File: config.mk
export PLATFORM = sky130hd
export DESIGN_NAME = cam_capture_stream
export DESIGN_NICKNAME = d
export VERILOG_FILES = /design/src/rtl/cam_capture_stream.sv
export SDC_FILE = /design/constraint.sdc
export NUM_CORES = 1
export LEC_CHECK = 0
export BUFFER_PORTS_ARGS = -buffer_cell sky130_fd_sc_hd__buf_4
export CORE_MARGIN = 4
export CORE_UTILIZATION = 62
export CTS_CLUSTER_DIAMETER = 80
export CTS_CLUSTER_SIZE = 16
export DETAILED_ROUTE_END_ITERATION = 12
export PLACE_DENSITY = 0.89
export SYNTH_ARGS = -nofsm -noshare
export SYNTH_HDL_FRONTEND = slang
export SYNTH_SLANG_ARGS = --single-unit
export TNS_END_PERCENT = 50
File: constraint.sdc
create_clock -name clk_clk -period 5.4 [get_ports clk_clk]
set_clock_uncertainty 0.1 [all_clocks]
set_input_delay 1.62 -clock clk_clk [delete_from_list [all_inputs] [get_ports clk_clk]]
set_output_delay 1.62 -clock clk_clk [all_outputs]
set_load 0.01 [all_outputs]
File: src/rtl/cam_capture_stream.sv
// Camera capture: oversamples an async DVP-style bus, packs bytes into pixels, frames them and
// streams them out through a FWFT FIFO. Optional 2x2 decimation when CAM_DECIM_EN is defined.
module cam_capture_stream #(
   parameter int unsigned DATA_W     = 8,
   parameter int unsigned PIX_BYTES  = 2,
   parameter int unsigned H_ACTIVE   = 640,
   parameter int unsigned V_ACTIVE   = 480,
   parameter int unsigned FIFO_DEPTH = 16
) (
   input  logic                        clk_clk,
   input  logic                        reset_reset_n,
   input  logic                        cmos_pclk,
   input  logic                        cmos_href,
   input  logic                        cmos_vsync,
   input  logic [DATA_W-1:0]           cmos_db,
   input  logic                        enable,
   output logic [PIX_BYTES*DATA_W-1:0] out_data,
   output logic                        out_valid,
   input  logic                        out_ready,
   output logic                        out_sop,
   output logic                        out_eop,
   output logic [15:0]                 frame_cnt,
   output logic                        overflow,
   output logic                        short_frame,
   input  logic                        clr_status
);

   localparam int unsigned PIX_W = PIX_BYTES * DATA_W;
   localparam int unsigned XW    = $clog2(H_ACTIVE + 1);
   localparam int unsigned YW    = $clog2(V_ACTIVE + 1);
   localparam int unsigned BW    = (PIX_BYTES > 1) ? $clog2(PIX_BYTES) : 1;
   localparam int unsigned AW    = $clog2(FIFO_DEPTH);
   localparam int unsigned EW    = PIX_W + 2;
   localparam int unsigned SW    = DATA_W + 3;

   localparam logic [1:0] ST_IDLE   = 2'd0;
   localparam logic [1:0] ST_WAIT   = 2'd1;
   localparam logic [1:0] ST_ACTIVE = 2'd2;
   localparam logic [1:0] ST_DROP   = 2'd3;

   // Synchronisers: all camera lines share one delay so db stays aligned with the pclk edge.
   logic [SW-1:0] sync1_q, sync2_q;
   logic          pclk_prev_q, href_prev_q, vsync_prev_q;

   always_ff @(posedge clk_clk or negedge reset_reset_n) begin
      if (!reset_reset_n) begin
         sync1_q      <= '0;
         sync2_q      <= '0;
         pclk_prev_q  <= 1'b0;
         href_prev_q  <= 1'b0;
         vsync_prev_q <= 1'b0;
      end else begin
         sync1_q      <= {cmos_pclk, cmos_href, cmos_vsync, cmos_db};
         sync2_q      <= sync1_q;
         pclk_prev_q  <= sync2_q[DATA_W+2];
         href_prev_q  <= sync2_q[DATA_W+1];
         vsync_prev_q <= sync2_q[DATA_W];
      end
   end

   logic              pclk_s, href_s, vsync_s;
   logic [DATA_W-1:0] db_s;
   logic              sample, href_fall, vs_rise, vs_fall;

   always_comb begin
      pclk_s    = sync2_q[DATA_W+2];
      href_s    = sync2_q[DATA_W+1];
      vsync_s   = sync2_q[DATA_W];
      db_s      = sync2_q[DATA_W-1:0];
      sample    = pclk_s & ~pclk_prev_q;
      href_fall = href_prev_q & ~href_s;
      vs_rise   = vsync_s & ~vsync_prev_q;
      vs_fall   = ~vsync_s & vsync_prev_q;
   end

   // Pixel packing: first byte received ends up in the MSBs.
   logic [PIX_W-1:0] pix_q, pix_d, pix_next;

   generate
      if (PIX_BYTES > 1) begin : g_shift
         assign pix_next = {pix_q[PIX_W-DATA_W-1:0], db_s};
      end else begin : g_noshift
         assign pix_next = db_s;
      end
   endgenerate

   logic [1:0]    state_q, state_d;
   logic [XW-1:0] x_q, x_d;
   logic [YW-1:0] y_q, y_d;
   logic [BW-1:0] byte_q, byte_d;
   logic          in_range, keep, is_sop, is_eop, byte_last;

   always_comb begin
      in_range  = (x_q < XW'(H_ACTIVE)) && (y_q < YW'(V_ACTIVE));
      is_sop    = (x_q == '0) && (y_q == '0);
      byte_last = (byte_q == BW'(PIX_BYTES - 1));
`ifdef CAM_DECIM_EN
      keep      = in_range && !x_q[0] && !y_q[0];
      is_eop    = (x_q == XW'(H_ACTIVE - 2)) && (y_q == YW'(V_ACTIVE - 2));
`else
      keep      = in_range;
      is_eop    = (x_q == XW'(H_ACTIVE - 1)) && (y_q == YW'(V_ACTIVE - 1));
`endif
   end

   // FIFO pointers carry an extra wrap bit to tell full from empty.
   logic [EW-1:0] mem_q [FIFO_DEPTH];
   logic [AW:0]   wr_ptr_q, rd_ptr_q;
   logic          empty, full, pop, can_push, push_req, push_we;

   always_comb begin
      empty    = (wr_ptr_q == rd_ptr_q);
      full     = (wr_ptr_q[AW] != rd_ptr_q[AW]) && (wr_ptr_q[AW-1:0] == rd_ptr_q[AW-1:0]);
      pop      = !empty && out_ready;
      can_push = !full || pop;
      push_we  = push_req && can_push;
   end

   logic ovf_set, short_set, frame_inc;

   always_comb begin
      state_d   = state_q;
      x_d       = x_q;
      y_d       = y_q;
      byte_d    = byte_q;
      pix_d     = pix_q;
      push_req  = 1'b0;
      ovf_set   = 1'b0;
      short_set = 1'b0;
      frame_inc = 1'b0;
      case (state_q)
         ST_IDLE: begin
            if (enable) state_d = ST_WAIT;
         end
         ST_WAIT: begin
            if (vs_fall) begin
               state_d = ST_ACTIVE;
               x_d     = '0;
               y_d     = '0;
               byte_d  = '0;
            end
         end
         ST_ACTIVE: begin
            if (vs_rise) begin
               short_set = 1'b1;
               state_d   = enable ? ST_WAIT : ST_IDLE;
            end else if (href_fall) begin
               if (y_q < YW'(V_ACTIVE)) y_d = y_q + YW'(1);
               x_d    = '0;
               byte_d = '0;
            end else if (sample && href_s) begin
               pix_d = pix_next;
               if (byte_last) begin
                  byte_d = '0;
                  if (x_q < XW'(H_ACTIVE)) x_d = x_q + XW'(1);
                  if (keep) begin
                     push_req = 1'b1;
                     if (!can_push) begin
                        ovf_set = 1'b1;
                        state_d = ST_DROP;
                     end else if (is_eop) begin
                        frame_inc = 1'b1;
                        state_d   = enable ? ST_WAIT : ST_IDLE;
                     end
                  end
               end else begin
                  byte_d = byte_q + BW'(1);
               end
            end
         end
         ST_DROP: begin
            if (vs_fall) begin
               state_d = enable ? ST_ACTIVE : ST_IDLE;
               x_d     = '0;
               y_d     = '0;
               byte_d  = '0;
            end
         end
         default: state_d = ST_IDLE;
      endcase
   end

   logic [15:0] frame_cnt_q;
   logic        overflow_q, short_q;

   always_ff @(posedge clk_clk or negedge reset_reset_n) begin
      if (!reset_reset_n) begin
         state_q     <= ST_IDLE;
         x_q         <= '0;
         y_q         <= '0;
         byte_q      <= '0;
         pix_q       <= '0;
         wr_ptr_q    <= '0;
         rd_ptr_q    <= '0;
         frame_cnt_q <= '0;
         overflow_q  <= 1'b0;
         short_q     <= 1'b0;
      end else begin
         state_q     <= state_d;
         x_q         <= x_d;
         y_q         <= y_d;
         byte_q      <= byte_d;
         pix_q       <= pix_d;
         if (push_we) wr_ptr_q <= wr_ptr_q + (AW+1)'(1);
         if (pop) rd_ptr_q <= rd_ptr_q + (AW+1)'(1);
         if (frame_inc) frame_cnt_q <= frame_cnt_q + 16'd1;
         // A new event in the same cycle as clr_status keeps the flag set.
         overflow_q  <= (overflow_q & ~clr_status) | ovf_set;
         short_q     <= (short_q & ~clr_status) | short_set;
      end
   end

   always_ff @(posedge clk_clk) begin
      if (push_we) mem_q[wr_ptr_q[AW-1:0]] <= {is_sop, is_eop, pix_next};
   end

   logic [EW-1:0] head;

   always_comb begin
      head        = empty ? '0 : mem_q[rd_ptr_q[AW-1:0]];
      out_valid   = !empty;
      out_data    = head[PIX_W-1:0];
      out_eop     = head[PIX_W];
      out_sop     = head[PIX_W+1];
      frame_cnt   = frame_cnt_q;
      overflow    = overflow_q;
      short_frame = short_q;
   end

endmodule

==> load_flow_metrics.sql <==
INSERT INTO impl_metrics (metric_group, metric, value, unit) VALUES
('logic_synthesis', 'number_of_register_bits_inferred_by_synthesis', '371', ''),
('logic_synthesis', 'postSynthAreaPerCell', '19.05', 'um^2'),
('sta', 'slew_viol_final', '0', ''),
('placed_design', 'number_of_buffers_inserted_by_port_buffering', '52', ''),
('routing', 'detail_route.first_pass.iterations', '6', ''),
('global_routing', 'wire_length_of_the_first_global_routing_pass', '48640', 'um'),
('logic_synthesis', 'synth-async-reset-ratio', '0.2237', ''),
('die', 'floorplan.core_area', '23400', 'um^2'),
('logic_synthesis', 'postSynth.topFlopCell', 'sky130_fd_sc_hd__edfxtp_1', ''),
('die', 'dieHeight', '161.9', 'um'),
('global_routing', 'use_met1', '0.3538', ''),
('global_routing', 'met2_usage', '0.4081', ''),
('routing', 'drt_drc', '0', ''),
('global_routing', 'global_route_total_overflow', '0', ''),
('sta', 'finalWorstPathRequiredPeriod', '4763', 'ps'),
('sta', 'finalCritPeriodShare', '0.8821', ''),
('job', 'max-cap-violations', '0', ''),
('global_routing', 'first_global_vias', '7834', ''),
('sta', 'slew_headroom', '0.2217', ''),
('placed_design', 'dp_hpwl', '17950', 'um'),
('worst_setup_path', 'start_kind', 'register', ''),
('run_status', 'result_of_the_run', 'finished clean', ''),
('logic_synthesis', 'synth_cell_type_count', '50', ''),
('clocking', 'cts_max_level', '1', ''),
('logic_synthesis', 'synthTopCellsByArea', 'sky130_fd_sc_hd__edfxtp_1, sky130_fd_sc_hd__dfrtp_1, sky130_fd_sc_hd__mux4_2, sky130_fd_sc_hd__xor2_1, sky130_fd_sc_hd__and3_1', ''),
('worst_setup_path', 'r2r_slack', '2400', 'ps'),
('power_and_ir_drop', 'post-layout-total-power', '7.487', 'mW'),
('clocking', 'tritoncts_clock_tree', 'yes', ''),
('routing', 'vias_after_detailed_routing', '7667', ''),
('worst_setup_path', 'setup.worst_path.class', 'reg -> out', ''),
('finish', 'final_common_cell', 'sky130_fd_sc_hd__edfxtp_1', ''),
('clocking', 'clock_tree.buffer_depth', '3', ''),
('routing', 'wire_length_per_cell', '26.57', 'um'),
('clocking', 'clkSlewWorstSetupHoldPaths', '70', 'ps'),
('routing', 'routed_wl', '31350', 'um'),
('power_and_ir_drop', 'leakage', '5.765', 'nW'),
('global_routing', 'groute.layer.met3.usage', '0.03654', ''),
('routing', 'postRouteAntennaNets', '0', ''),
('clocking', 'cts_setup_buffers', '0', ''),
('die', 'row_count', '56', ''),
('die', 'dieWidth', '161.9', 'um'),
('logic_synthesis', 'postSynthNetCount', '797', ''),
('placed_design', 'place_worst_setup_slack', '1201', 'ps'),
('logic_synthesis', 'synthDominantCellAreaShare', '0.5890', ''),
('clocking', 'clock_latency', '540', 'ps'),
('finish', 'diodes', '0', ''),
('power_and_ir_drop', 'maximum_vdd_ir_drop', '0.3456', 'mV'),
('logic_synthesis', 'synthesis.yosys.warnings', '0', ''),
('sta', 'worst_slew_pin_slew', '1158', 'ps'),
('clocking', 'root_buffer', 'sky130_fd_sc_hd__clkbuf_16', ''),
('global_routing', 'grt_usage', '0.2482', ''),
('sta', 'unrepaired_setup_endpoints_after_global_routing', 'false', ''),
('worst_setup_path', 'crit_reg_reg_endpoint', 'mem_q[13][1]', ''),
('finish', 'filler_cell_count', '1427', ''),
('die', 'fp.dieArea', '26210', 'um^2'),
('worst_setup_path', 'worstRegToRegCells', '5', ''),
('sta', 'timing.fmax', '0.2099', 'GHz'),
('clocking', 'number_of_buffers_added_by_the_clock_tree_synthesis_step', '27', ''),
('worst_setup_path', 'worstPathMaxFanout', '44', ''),
('power_and_ir_drop', 'power_per_cell_area', '459.3', 'nW/um^2'),
('clocking', 'cts_num_sinks', '371', ''),
('min_path', 'min_to', 'sync2_q[2]', ''),
('sta', 'final_hold_viol_count', '0', ''),
('logic_synthesis', 'synth_enable_flop_cells', '288', ''),
('worst_setup_path', 'cp.required', '3680', 'ps'),
('die', 'floorplan.io_pins', '53', ''),
('global_routing', 'grt_max_degree', '84', ''),
('worst_setup_path', 'cp.arrival', '3040', 'ps'),
('logic_synthesis', 'combined_area_of_all_synthesized_cells', '14680', 'um^2'),
('global_routing', 'antenna_found_initial', '0', ''),
('sta', 'timing.final.ws_setup', '636.5', 'ps');
## flip-flops by register name, indices dropped and copies added, names as in the netlist
register / count
short_frame: 1
mem_q: 288
pclk_prev_q: 1
vsync_prev_q: 1
x_q: 10
rd_ptr_q: 5
frame_cnt: 16
sync1_q: 11
href_prev_q: 1
pix_q: 8
state_q: 2
wr_ptr_q: 5
sync2_q: 11
byte_last: 1
overflow: 1
y_q: 9
## power by group
group | internal, mW | leakage, nW | switching [mW]
Clock | 0.963 | 0.375 | 0.921
Combinational | 1.07 | 1.73 | 0.915
Sequential | 3.35 | 3.66 | 0.267
Total | 5.38 | 5.76 | 2.10
## routing by layer
layer	vias up	routed length, um
li1	3195	-
met1	3959	11800
met2	430	16050
met3	83	2417
met4	0	1090
met5	-	0
## area by class of cell
class | instances | area, um^2 | area share
Sequential cell | 371 | 10730 | 0.6582
Inverter | 12 | 45.04 | 0.002763
Tap cell | 319 | 399.1 | 0.02448
Clock buffer | 48 | 764.5 | 0.04689
Multi-Input combinational cell | 354 | 3759 | 0.2305
Timing Repair Buffer | 74 | 580.6 | 0.03561
Clock inverter | 2 | 25.02 | 0.001535
## worst max-delay path: stages (launching register included)
cell	delay, ps
sky130_fd_sc_hd__dfrtp_4	620
sky130_fd_sc_hd__buf_12	340
sky130_fd_sc_hd__mux4_2	600
sky130_fd_sc_hd__mux4_2	540
sky130_fd_sc_hd__and2_1	200
sky130_fd_sc_hd__buf_4	150
## cells in the mapped netlist (2+ instances only)
cell / instances
sky130_fd_sc_hd__nand3_1: 20
sky130_fd_sc_hd__clkbuf_1: 12
sky130_fd_sc_hd__buf_1: 8
sky130_fd_sc_hd__or3_1: 3
sky130_fd_sc_hd__or2_2: 2
sky130_fd_sc_hd__nor3_1: 12
sky130_fd_sc_hd__a21oi_1: 6
sky130_fd_sc_hd__a31oi_1: 3
sky130_fd_sc_hd__and3_1: 24
sky130_fd_sc_hd__xnor2_1: 15
sky130_fd_sc_hd__buf_4: 6
sky130_fd_sc_hd__o21ai_0: 15
sky130_fd_sc_hd__and2_1: 22
sky130_fd_sc_hd__nand4_1: 8
sky130_fd_sc_hd__nor2_1: 27
sky130_fd_sc_hd__ha_1: 10
sky130_fd_sc_hd__a31o_2: 2
sky130_fd_sc_hd__and3b_1: 2
sky130_fd_sc_hd__mux4_2: 90
sky130_fd_sc_hd__edfxtp_1: 288
sky130_fd_sc_hd__nor4_1: 12
sky130_fd_sc_hd__buf_2: 6
sky130_fd_sc_hd__mux2_2: 10
sky130_fd_sc_hd__dfrtp_1: 83
sky130_fd_sc_hd__nand2_1: 24
sky130_fd_sc_hd__xor2_1: 19
sky130_fd_sc_hd__nor4b_1: 3
sky130_fd_sc_hd__nor2b_1: 4
sky130_fd_sc_hd__inv_1: 12
sky130_fd_sc_hd__nand2b_1: 3
## cells by family (layout without fill, tap and decap cells)
| family | count (synthesis) | in the layout | share of synthesized area |
|---|---|---|---|
| xor+xnor | 34 | 34 | 0.02028 |
| mux | 101 | 101 | 0.1464 |
| compound gates | 39 | 39 | 0.01781 |
| flops | 371 | 371 | 0.7304 |
| buf+inv | 46 | 136 | 0.01440 |
| simple gates | 170 | 170 | 0.06220 |
| fa+ha+maj | 10 | 10 | 0.008521 |
## per-stage QoR
stage | utilization | cell area [um^2] | instances | hold slack [ps]
after CTS | 0.6966 | 16300 | 1180 | 252.8
after global placement | 0.6629 | 15510 | 1130 | 232.9
after global routing | 0.6966 | 16300 | 1180 | 260.1
after detailed placement | 0.6629 | 15510 | 1130 | 236.2
final | 0.6966 | 16300 | 1180 | 239.5
after floorplan | - | 14680 | 771 | 231.2
## worst max-delay path by stage
stage	startpoint	end	slack [ps]	depth (start not counted)
floorplan	out_ready	mem_q[3][0]	1350	5
global placement	rd_ptr_q[0]	out_data[5]	1290	5
CTS	rd_ptr_q[0]	out_data[12]	590	5
global route	rd_ptr_q[0]	out_data[12]	520	5
detailed placement	rd_ptr_q[0]	out_data[12]	1200	5
finish	rd_ptr_q[0]	out_data[12]	640	5
Note: power is estimated with default switching activity, not from simulation.
